==> config.mk <==
export PLATFORM = sky130hd
export DESIGN_NAME = vdp_dma
export DESIGN_NICKNAME = d
export VERILOG_FILES = /design/src/rtl/vdp_dma_pkg.sv /design/src/rtl/vdp_dma_regs.sv /design/src/rtl/vdp_dma.sv
export SDC_FILE = /design/constraint.sdc
export NUM_CORES = 1
export LEC_CHECK = 0
export BUFFER_PORTS_ARGS = -buffer_cell sky130_fd_sc_hd__buf_2
export CAP_MARGIN = 20
export CORE_ASPECT_RATIO = 1.4
export CORE_MARGIN = 4
export CORE_UTILIZATION = 40
export CTS_CLUSTER_DIAMETER = 50
export DETAILED_ROUTE_END_ITERATION = 8
export GPL_ROUTABILITY_DRIVEN = 0
export PLACE_DENSITY = 0.57
export SLEW_MARGIN = 20
export SYNTH_ARGS = -nofsm -noshare
export SYNTH_HDL_FRONTEND = slang
export SYNTH_HIERARCHICAL = 1
export SYNTH_SLANG_ARGS = --single-unit
export TNS_END_PERCENT = 20
==> constraint.sdc <==
create_clock -name clk -period 2 [get_ports clk]
set_clock_uncertainty 0.1 [all_clocks]
set_input_delay 0.2 -clock clk [delete_from_list [all_inputs] [get_ports clk]]
set_output_delay 0.2 -clock clk [all_outputs]
set_load 0.1 [all_outputs]
==> src/rtl/vdp_dma_pkg.sv <==
// vdp_dma_pkg: register offsets, CTRL strobe bits and FSM states shared by the VDP fill engine.
package vdp_dma_pkg;
    localparam logic [2:0] REG_DST_LO = 3'd0;
    localparam logic [2:0] REG_DST_HI = 3'd1;
    localparam logic [2:0] REG_LEN_LO = 3'd2;
    localparam logic [2:0] REG_LEN_HI = 3'd3;
    localparam logic [2:0] REG_FILL   = 3'd4;
    localparam logic [2:0] REG_STEP   = 3'd5;
    localparam logic [2:0] REG_CTRL   = 3'd6;
    localparam int CTRL_START   = 0;
    localparam int CTRL_ABORT   = 1;
    localparam int CTRL_CLR_IRQ = 2;
    typedef enum logic [1:0] {IDLE, RUN, DONE} state_e;
endpackage

==> src/rtl/vdp_dma_regs.sv <==
// vdp_dma_regs: fill-engine register file with a write lock while a transfer runs,
// plus decode of the self-clearing CTRL strobes.
module vdp_dma_regs
    import vdp_dma_pkg::*;
#(
    parameter int ADDR_WIDTH = 14,
    parameter int LEN_WIDTH  = 16
) (
    input  logic                  clk,
    input  logic                  reset,
    input  logic                  lock_i,
    input  logic                  reg_we_i,
    input  logic [2:0]            reg_addr_i,
    input  logic [7:0]            reg_data_i,
    output logic [ADDR_WIDTH-1:0] dst_o,
    output logic [LEN_WIDTH-1:0]  len_o,
    output logic [7:0]            fill_o,
    output logic [7:0]            step_o,
    output logic                  start_o,
    output logic                  abort_o,
    output logic                  clr_irq_o
);
    logic [7:0]            dst_lo_q, len_lo_q, fill_q, step_q;
    logic [ADDR_WIDTH-9:0] dst_hi_q;
    logic [LEN_WIDTH-9:0]  len_hi_q;
    logic                  wr, ctrl;

    assign wr   = reg_we_i && !lock_i;
    assign ctrl = reg_we_i && reg_addr_i == REG_CTRL;

    always_ff @(posedge clk) begin
        if (reset) begin
            dst_lo_q <= '0;
            dst_hi_q <= '0;
            len_lo_q <= '0;
            len_hi_q <= '0;
            fill_q   <= '0;
            step_q   <= '0;
        end else if (wr) begin
            if (reg_addr_i == REG_DST_LO) dst_lo_q <= reg_data_i;
            if (reg_addr_i == REG_DST_HI) dst_hi_q <= reg_data_i[ADDR_WIDTH-9:0];
            if (reg_addr_i == REG_LEN_LO) len_lo_q <= reg_data_i;
            if (reg_addr_i == REG_LEN_HI) len_hi_q <= reg_data_i[LEN_WIDTH-9:0];
            if (reg_addr_i == REG_FILL)   fill_q   <= reg_data_i;
            if (reg_addr_i == REG_STEP)   step_q   <= reg_data_i;
        end
    end

    assign dst_o     = {dst_hi_q, dst_lo_q};
    assign len_o     = {len_hi_q, len_lo_q};
    assign fill_o    = fill_q;
    assign step_o    = step_q;
    assign start_o   = ctrl && reg_data_i[CTRL_START];
    assign abort_o   = ctrl && reg_data_i[CTRL_ABORT];
    assign clr_irq_o = ctrl && reg_data_i[CTRL_CLR_IRQ];
endmodule

==> src/rtl/vdp_dma.sv <==
// vdp_dma: VDP write-port arbiter (CPU has fixed priority) and strided constant-fill engine.
// Define VDP_DMA_IRQ_EN to expose irq_pending on the irq port.
module vdp_dma
    import vdp_dma_pkg::*;
#(
    parameter int ADDR_WIDTH = 14,
    parameter int LEN_WIDTH  = 16
) (
    input  logic                  clk,
    input  logic                  reset,
    input  logic                  cpu_vdp_we,
    input  logic [ADDR_WIDTH-1:0] cpu_vdp_addr,
    input  logic [7:0]            cpu_vdp_data,
    input  logic                  reg_we,
    input  logic [2:0]            reg_addr,
    input  logic [7:0]            reg_data,
    output logic                  vdp_write_enable,
    output logic [ADDR_WIDTH-1:0] vdp_write_addr,
    output logic [7:0]            vdp_write_data,
    output logic [7:0]            status,
    output logic                  busy
`ifdef VDP_DMA_IRQ_EN
    ,
    output logic                  irq
`endif
);
    state_e                state_q, state_d;
    logic [ADDR_WIDTH-1:0] dst, waddr_q, waddr_d, addr_q, addr_d;
    logic [LEN_WIDTH-1:0]  len, cnt_q, cnt_d;
    logic [7:0]            fill, step, data_q, data_d;
    logic                  start, abort, clr_irq, fill_wr, load;
    logic                  we_q, we_d, irq_q, irq_d;

    vdp_dma_regs #(.ADDR_WIDTH(ADDR_WIDTH), .LEN_WIDTH(LEN_WIDTH)) u_regs (
        .clk       (clk),
        .reset     (reset),
        .lock_i    (state_q != IDLE),
        .reg_we_i  (reg_we),
        .reg_addr_i(reg_addr),
        .reg_data_i(reg_data),
        .dst_o     (dst),
        .len_o     (len),
        .fill_o    (fill),
        .step_o    (step),
        .start_o   (start),
        .abort_o   (abort),
        .clr_irq_o (clr_irq)
    );

    always_ff @(posedge clk) begin
        if (reset) state_q <= IDLE;
        else       state_q <= state_d;
    end

    always_comb begin
        state_d = state_q;
        case (state_q)
            IDLE:    if (start) state_d = len == '0 ? DONE : RUN;
            RUN:     if (abort || (fill_wr && cnt_q == LEN_WIDTH'(1))) state_d = DONE;
            default: state_d = IDLE;
        endcase
    end

    // A CPU write or an abort in the same cycle holds the engine still.
    always_comb begin
        load    = state_q == IDLE && start;
        fill_wr = state_q == RUN && !abort && !cpu_vdp_we;
        waddr_d = load ? dst : fill_wr ? waddr_q + ADDR_WIDTH'(step) : waddr_q;
        cnt_d   = load ? len : fill_wr ? cnt_q - LEN_WIDTH'(1) : cnt_q;
        we_d    = cpu_vdp_we || fill_wr;
        addr_d  = cpu_vdp_we ? cpu_vdp_addr : waddr_q;
        data_d  = cpu_vdp_we ? cpu_vdp_data : fill;
        irq_d   = state_q == DONE || (irq_q && !clr_irq);
    end

    always_ff @(posedge clk) begin
        if (reset) begin
            waddr_q <= '0;
            cnt_q   <= '0;
            we_q    <= 1'b0;
            addr_q  <= '0;
            data_q  <= '0;
            irq_q   <= 1'b0;
        end else begin
            waddr_q <= waddr_d;
            cnt_q   <= cnt_d;
            we_q    <= we_d;
            addr_q  <= addr_d;
            data_q  <= data_d;
            irq_q   <= irq_d;
        end
    end

    assign vdp_write_enable = we_q;
    assign vdp_write_addr   = addr_q;
    assign vdp_write_data   = data_q;
    assign busy             = state_q == RUN;
    assign status           = {busy, irq_q, 6'b0};
`ifdef VDP_DMA_IRQ_EN
    assign irq = irq_q;
`endif
endmodule

==> flow_summary.ini, run 1 <==
[logic_synthesis]
ys_top_cells_by_area = dfxtp_1 (42%), mux2i_1 (14%), nand2b_1 (7.5%)
synth_top_area_share_pct = 42.1
syn_area_per_cell_um2 = 9.45
yosysTopAreaCell = dfxtp_1
yosysUniqueCellTypes = 56
yosys_warnings = 6
synth_common_cells = dfxtp_1 (102), mux2i_1 (69), nand2b_1 (58)
async_flop_share_pct = 0
synth_edf_count = 0
syn-cell-area_um2 = 4860
ys.flop_type = dfxtp_1
synth_seq_cells = 102
synthMostInstantiatedCell = dfxtp_1
seq_area_frac_synth_pct = 42.1
synthCells = 514

[clocking]
numClockSinks = 102
cts_made_buffers = 9
cts_tree = yes
clockRootBuffer = clkbuf_16
clk_latency_ps = 350
clk_pin_slew_ps = 80
ctsLongestPathBuffers = 2
h-tree-depth = 3

[min_path]
min_path_cells = 3
holdCritPathClass = in2reg
hp-start = cpu_vdp_data[0]
hold_end = vdp_write_data[0]

[layout]
drive_above_1_share_pct = 27.8
area_growth_pct = 29.5
seq_area_um2 = 2050
nNetsFinal = 683
fill_cells = 1117
diodes = 0
utilization_pct = 52.9
multiInputGateArea_um2 = 2790

[global_route]
antenna_found_initial = 0
grt_use_total_pct = 19.2
overflow = 0
grt_pass1_wl_um = 21100
grt_pass1_vias = 4267
grt_start_max_net_pins = 28

[detailed_routing]
antenna_left = 0
drc = 0
post_drt_wl_per_cell_um = 17.0
dr.first_iter.drc_count = 157
dr.pass1.iters = 4
vias = 4195
routed_wl_um = 13300
vias_per_cell = 5.33

[setup_path]
critPathArrivalTime_ps = 2320
crit_type = reg2reg
rrSetupSlack_ps = -160
cp-start-kind = register
cp_max_fo = 6
worstRegToRegCells = 7
r2r-end = waddr_q[8]
end_kind = register
cp.required_ps = 2160
reg2reg_from = waddr_q[0]

[sta]
relSlewSlack_pct = 61.4
rsz0062_at_grt = yes
period_share_pct = 108
slew_violations = 0
final.min_clock_period_ps = 2160
finalWorstSetupSlack_ps = -157
finalSetupViolCount = 6
tightest_slew_ps = 574
hold_viol = 0
max_freq_ghz = 0.464

[run_status]
status = complete, but fails checks
violations = negative setup slack

[floorplan]
io-pin-count = 69
fp.dieW_um = 101
dieArea_um2 = 14000
die_height_um = 138
initial_core_util_pct = 40.9
row_count = 47
core_area_um2 = 11900

[power_and_ir_drop]
switching_share_pct = 32.6
comb_power_share_pct = 21.0
power_uw = 5030
p_int_uw = 3390
p_seq_share_pct = 44.0
power.leakage_uw = 0.00285
netSwitchingPower_uw = 1640
p_clk_share_pct = 35.0
p_per_area_nw_per_um2 = 799
irDropWorstVdd_mv = 0.441

[place]
dpl.hpwl_um = 9870
port_buffers = 62

[run]
drv_cap = 0
[through the flow]
stage / std cells / setup TNS (ps) / setup slack (ps) / hold slack [ps] / instance area, um2
finish: 787 / -499 / -157 / 10.0 / 6290
global route: 787 / -1030 / -245 / 10.2 / 6290
CTS: 779 / -547 / -156 / 5.10 / 6130
detailed placement: 742 / -1490 / -238 / 339 / 5590
global placement: 742 / -1070 / -156 / 334 / 5590
floorplan: 519 / -370 / -81.6 / 247 / 4930
[state kept, by name (all words and copies together), names as in the netlist]
signal,count
u_regs/dst_lo_q,8
vdp_write_enable,1
u_regs/len_hi_q,8
vdp_write_addr,14
waddr_q,14
cnt_q,16
state_q,2
u_regs/step_o,8
u_regs/dst_hi_q,6
vdp_write_data,8
irq_q,1
u_regs/fill_o,8
u_regs/len_lo_q,8
[area by class of cell]
class / instances / area share (%)
inverters: 4 / 0.239
repair buffers: 141 / 15.2
flip-flops and latches: 102 / 32.6
well taps: 147 / 2.92
clock buffers: 9 / 3.58
multi-input cells: 377 / 44.3
clock inverters: 7 / 1.17
[how the worst max path moves through the flow]
stage | startpoint | end | slack (ps) | depth (start not counted)
2_1_floorplan | waddr_q[0] | waddr_q[8] | -80 | 7
4_1_cts | waddr_q[0] | waddr_q[8] | -160 | 7
3_3_place_gp | u_regs/step_o[0] | waddr_q[8] | -160 | 7
5_1_grt | waddr_q[0] | waddr_q[8] | -250 | 7
6_report | waddr_q[0] | waddr_q[8] | -160 | 7
3_5_place_dp | u_regs/step_o[0] | waddr_q[8] | -240 | 7
[layer usage]
layer	up-vias	global-route usage, %	wire length, um
met3	26	3.28	413
met5	-	0	0
met2	91	34.2	7300
met1	2017	21.6	5220
met4	0	8.89	413
li1	2061	-	-
[timing repair]
action,CTS,global route
buffers inserted,1,7
hold endpoints to repair,20,0
hold buffers,20,0
resized for setup,6,18
gates cloned,0,1
endpoints found under the setup margin,6,47
pin swaps,9,12
[kinds of logic after synthesis]
logic type / synth area share (%)
DFF: 42.1
and+or+nand+nor: 23.9
muxes: 14.5
buffers and inverters: 4.59
AOI/OAI and AO/OA: 10.9
other: 0.0772
adders and majority gates: 2.99
xor gates and xnor gates: 1.08
[power by group through the flow]
stage | Combinational, uW | Sequential (uW) | Clock, uW
detailed placement | 1000 | 2250 | 0
floorplan | 610 | 2380 | 0
global placement | 988 | 2250 | 0
finish | 1060 | 2210 | 1760
CTS | 1040 | 2200 | 1790
global route | 1150 | 2230 | 1870
[cell usage in the layout (no fill, tap or decap), types with 7 or more instances in the layout]
cell type / instances
dfxtp_1: 95
mux2i_1: 69
buf_2: 62
buf_4: 59
nand2b_1: 58
nor2_1: 54
a21oi_1: 32
nand2_1: 21
dlygate4sd3_1: 20
o211ai_1: 11
nor3_1: 10
nor4_1: 9
clkbuf_16: 9
a22oi_1: 7
[critical path: stages (launching register included)]
cell and delay (ps):
dfxtp_2 340, ha_4 170, fa_2 360, a21o_1 190, a221o_1 350, a31oi_4 240, o21ai_2 80, a311oi_1 240
Note: power is estimated with default switching activity, not from simulation.
==> run 2: changes to the inputs <==
--- a/config.mk
+++ b/config.mk
@@ -10,6 +10,7 @@
 export CORE_ASPECT_RATIO = 1.4
 export CORE_MARGIN = 4
 export CORE_UTILIZATION = 40
+export CTS_BUF_LIST = sky130_fd_sc_hd__clkbuf_8
 export CTS_CLUSTER_DIAMETER = 50
 export DETAILED_ROUTE_END_ITERATION = 8
 export GPL_ROUTABILITY_DRIVEN = 0
==> constraint.sdc (replaced) <==
create_clock -name clk -period 2 [get_ports clk]
set_clock_uncertainty 0.1 [all_clocks]
set_input_delay 0 -clock clk [delete_from_list [all_inputs] [get_ports clk]]
set_output_delay 0 -clock clk [all_outputs]
set_load 0.1 [all_outputs]
==> run 2 against run 1 <==
Largest power group unchanged. Worst setup slack got worse by 15 ps. Worst hold slack improved by 6.4 ps. Clock power fell by 23%. Core utilization about the same. Flip-flop and latch count is the same. Die area stayed put. Sequential share of layout area is essentially flat. The flow still finishes with violations (negative setup slack). Highest routed layer unchanged. Wire length rose by 0.25%.
==> flow_summary.ini, run 2 (synthesis gave the netlist of run 1 again) <==
[run_status]
status = complete, but fails checks
violations = negative setup slack

[detailed_routing]
drc = 0
vias = 4144
dr.first_iter.drc_count = 166
antenna_left = 0
dr.pass1.iters = 4
routed_wl_um = 13400
vias_per_cell = 5.18
post_drt_wl_per_cell_um = 16.7

[floorplan]
die_height_um = 138
core_area_um2 = 11900
io-pin-count = 69
row_count = 47
initial_core_util_pct = 40.9
fp.dieW_um = 101
dieArea_um2 = 14000

[layout]
multiInputGateArea_um2 = 2760
mostFrequentLayoutCell = dfxtp_1
fill_cells = 1127
finalNonFillerCells = 800
nNetsFinal = 696
seq_area_um2 = 2060
drive_above_1_share_pct = 27.1
largest_reg_flops = 16
regMostFlops = cnt_q
final_cell_mix = dfxtp_1 (93), mux2i_1 (69), buf_2 (62)
area_growth_pct = 29.6
diodes = 0

[setup_path]
cp.required_ps = 2200
end_kind = register
cp_max_fo = 6
cp_slowest_cell = fa_2
cp-start-kind = register
cp_top_family = compound AO/OA/AOI/OAI gates
critPathBufInv = 0
crit_type = reg2reg
crit_path_max_incr_delay_ps = 370
critPathArrivalTime_ps = 2370
crit_chain = ha_4 > fa_2 > a21o_1 > a221o_1 > a31oi_4 > o21ai_1 > a311oi_1

[sta]
hold_viol = 0
relSlewSlack_pct = 64.5
finalWorstSetupSlack_ps = -172
rsz0062_at_grt = yes
finalSetupViolCount = 5
max_freq_ghz = 0.460
setup_tns_ps = -461
tightest_slew_ps = 528
slew_violations = 0
final.min_clock_period_ps = 2170
period_share_pct = 109

[global_route]
grt_pass1_vias = 4125
grt_start_max_net_pins = 35
grt_use_total_pct = 19.4
grt_pass1_wl_um = 21400
overflow = 0
antenna_found_initial = 0

[power_and_ir_drop]
power_uw = 4650
power.leakage_uw = 0.00289
irDropWorstVdd_mv = 0.474
p_per_area_nw_per_um2 = 739

[clocking]
ctsLongestPathBuffers = 2
clk_latency_ps = 380
clk_pin_slew_ps = 110
h-tree-depth = 3
cts_made_buffers = 9
cts_tree = yes
clockRootBuffer = clkbuf_8
numClockSinks = 102

[place]
place_ws_ps = -213
dpl.cell_count = 743
port_buffers = 62
dpl.hpwl_um = 9710

[min_path]
holdCritPathClass = in2reg

[run]
drv_cap = 0
run 2: changes by cell type in the layout (fill, tap and decap cells not counted), moves of 3 or more:
| cell | previous run | this run |
|---|---|---|
| dlygate4sd3_1 | 20 | 33 |
| clkbuf_16 | 9 | 0 |
| clkbuf_8 | 0 | 9 |
| nor4_1 | 9 | 6 |
| nor4_2 | 0 | 3 |
run 2: per-stage QoR:
stage	instance area (um2)	utilization, %	hold WS [ps]
final	6290	53.0	16.4
after global placement	5570	46.9	133
after global routing	6290	53.0	44.4
after detailed placement	5570	46.9	140
after floorplan	4890	-	47.2
after CTS	6160	51.9	7.08
run 2: per-layer routing:
layer | GRT usage, % | routed length [um]
met1 | 22.8 | 5470
met3 | 2.42 | 344
met2 | 34.1 | 7070
met4 | 9.10 | 490
met5 | 0 | 0
run 2: worst min-delay path, stage by stage:
cell and delay (ps):
buf_2 80, nand2b_1 200, mux2i_1 190
run 2: final timing paths:
kind	endpoint	slack, ps	start	depth (start not counted)
worst max-delay path	waddr_q[8]	-170	waddr_q[0]	7
worst min-delay path	u_regs/dst_lo_q[3]	20	reg_data[3]	3
worst max register to register	waddr_q[8]	-170	waddr_q[0]	7
worst min register to register	waddr_q[11]	380	u_regs/dst_hi_q[3]	2
run 2: area by class of cell:
cell class / instances / share of cell area [%]
multi-input cells: 376 / 43.8
flip-flops and latches: 102 / 32.7
repair buffers: 155 / 17.3
well taps: 147 / 2.92
clock buffers: 9 / 1.97
clock inverters: 7 / 1.11
inverters: 4 / 0.239
run 2: power breakdown:
part           internal, uW  leakage (uW)  total [uW]  switching [uW]
combinational           402       0.00195        1100             696
sequential             2130      0.000833        2210            84.7
clock                   585      0.000106        1350             761
total                  3110       0.00289        4650            1540
run 2: repair_timing:
| item | in CTS | in global routing |
|---|---|---|
| pin swaps | 8 | 17 |
| hold buffers | 33 | 0 |
| endpoints found under the setup margin | 8 | 28 |
| resized for setup | 10 | 18 |
| endpoints found under the hold margin | 44 | 0 |
| setup buffers | 3 | 5 |
==> run 3: changes to the inputs <==
--- a/config.mk
+++ b/config.mk
@@ -9,12 +9,12 @@
 export CAP_MARGIN = 20
 export CORE_ASPECT_RATIO = 1.4
 export CORE_MARGIN = 4
-export CORE_UTILIZATION = 40
+export CORE_UTILIZATION = 54
 export CTS_BUF_LIST = sky130_fd_sc_hd__clkbuf_8
 export CTS_CLUSTER_DIAMETER = 50
 export DETAILED_ROUTE_END_ITERATION = 8
 export GPL_ROUTABILITY_DRIVEN = 0
-export PLACE_DENSITY = 0.57
+export PLACE_DENSITY = 0.75
 export SLEW_MARGIN = 20
 export SYNTH_ARGS = -nofsm -noshare
 export SYNTH_HDL_FRONTEND = slang
==> run 3 against run 2 <==
The run still ends with negative setup slack left. Die area fell by 24%. Core utilization up 20 points. Via count increased by 7.0%. Combinational power about the same. Global-route usage grew 6.3 points. Worst hold slack improved by 31 ps. First-iteration DRC count is 64% higher. Sequential share of layout area decreased by 0.071 points. Critical path depth is 1 higher. Largest cell class unchanged. Highest routed layer unchanged.
==> flow_summary.ini, run 3 (synthesis gave the netlist of run 1 again) <==
[setup_path]
end_kind = register
endpoint = waddr_q[12]
cp_max_fo = 4
reg2reg_from = u_regs/step_o[0]
critPathArrivalTime_ps = 2380
cp.required_ps = 2210
crit_path_max_incr_delay_ps = 360
crit_chain = ha_4 > fa_2 > a21o_1 > a221o_1 > a31oi_4 > buf_4 > o211ai_1 > a31oi_1
rrSetupSlack_ps = -170
cp_slowest_cell = fa_2
worstRegToRegCells = 8
r2r-end = waddr_q[12]
startpoint = u_regs/step_o[0]
cp-start-kind = register
crit_type = reg2reg

[detailed_routing]
dr.first_iter.drc_count = 273
antenna_left = 0
routed_wl_um = 13700
dr.pass1.iters = 5
drc = 0
vias = 4434
post_drt_wl_per_cell_um = 18.0
vias_per_cell = 5.81

[clocking]
clk_pin_slew_ps = 100
h-tree-depth = 3
ctsLongestPathBuffers = 2
cts_made_buffers = 9
clk_latency_ps = 370
cts_tree = yes
clockRootBuffer = clkbuf_8
numClockSinks = 102

[place]
post_dp_cell_area_um2 = 5560
port_buffers = 62
dpl.hpwl_um = 9470

[sta]
finalWorstSetupSlack_ps = -172
max_freq_ghz = 0.460
finalSetupViolCount = 7
tightest_slew_ps = 559
period_share_pct = 109
relSlewSlack_pct = 62.4
slew_violations = 0
final.min_clock_period_ps = 2170
holdWs_ps = 47.8
rsz0062_at_grt = yes
setup_tns_ps = -877
hold_viol = 0

[floorplan]
dieArea_um2 = 10600
die_height_um = 120
initial_core_util_pct = 56.1
fp.dieW_um = 88.1
core_area_um2 = 8660
io-pin-count = 69
row_count = 40

[layout]
largest_reg_flops = 16
mostFrequentLayoutCell = dfxtp_1
final_area_um2 = 6310
regMostFlops = cnt_q
final_cell_mix = dfxtp_1 (92), mux2i_1 (69), buf_2 (62), buf_4 (62), nand2b_1 (58)
drive_above_1_share_pct = 27.7
diodes = 0
area_growth_pct = 30.0
nNetsFinal = 701

[global_route]
antenna_found_initial = 0
grt_start_max_net_pins = 26
grt_pass1_vias = 4472
grt_use_total_pct = 25.7
grt_pass1_wl_um = 21100
overflow = 0

[power_and_ir_drop]
p_per_area_nw_per_um2 = 742
power.leakage_uw = 0.00291
irDropWorstVdd_mv = 0.551

[run]
drv_cap = 0

[min_path]
holdCritPathClass = in2reg

[run_status]
status = complete, but fails checks
violations = negative setup slack
-- run 3: cell count changes in the layout (fill, tap and decap cells not counted), moves of 2 or more --
cell           change
or4_4              -2
buf_4              +2
nor4_1             +2
or4_1              +2
dlygate4sd3_1      +3
nor4_2             -2
-- run 3: timing repair --
action / in CTS / in global routing
gates cloned: 0 / 0
setup buffers: 2 / 2
hold buffers: 36 / 0
pin swaps: 7 / 14
gates resized for setup: 8 / 22
hold endpoints to repair: 36 / 0
endpoints found under the setup margin: 7 / 27
-- run 3: how the worst min path moves through the flow --
| stage | start | endpoint | slack, ps | depth (start not counted) |
|---|---|---|---|---|
| 3_5_place_dp | cpu_vdp_addr[3] | vdp_write_addr[3] | 140 | 3 |
| 2_1_floorplan | cpu_vdp_data[0] | vdp_write_data[0] | 50 | 2 |
| 3_3_place_gp | cpu_vdp_data[4] | vdp_write_data[4] | 130 | 3 |
| 5_1_grt | reg_data[3] | u_regs/dst_hi_q[3] | 20 | 3 |
| 4_1_cts | reg_data[3] | u_regs/dst_hi_q[3] | 20 | 3 |
| 6_report | reg_data[0] | u_regs/dst_hi_q[0] | 50 | 3 |
-- run 3: layer usage --
layer	GRT usage [%]	vias up	wire length (um)
li1	-	2099	-
met1	26.5	2118	5080
met2	47.0	155	7260
met3	2.73	62	531
met4	17.6	0	867
met5	0	-	0
-- run 3: area by class of cell --
class / count / area [um2]
Multi-Input combinational cell: 376 / 2770
Fill cell: 617 / 2350
Sequential cell: 102 / 2060
Timing Repair Buffer: 160 / 1140
Clock buffer: 10 / 138
Tap cell: 105 / 131
Clock inverter: 6 / 68.8
Inverter: 4 / 15.0
-- run 3: metrics by stage --
step | total power [uW] | util, % | setup slack (ps) | std cells
6_report | 4690 | 72.9 | -172 | 763
5_1_grt | 4870 | 72.9 | -247 | 763
4_1_cts | 4670 | 71.6 | -151 | 761
3_5_place_dp | 3270 | 64.3 | -250 | 707
3_3_place_gp | 3240 | 64.3 | -159 | 707
2_1_floorplan | 2990 | - | -81.6 | 519
-- run 3: where the power goes --
group          internal (uW)  switching, uW
Combinational            401            708
Sequential              2130           86.4
Clock                    622            741
Total                   3150           1540
-- run 3: critical path, delay by kind of cell (launching register included) --
kind / cells / cell delay, ps
DFF: 1 / 350
AOI/OAI and AO/OA: 5 / 980
buffers and inverters: 1 / 150
adders and majority gates: 2 / 520
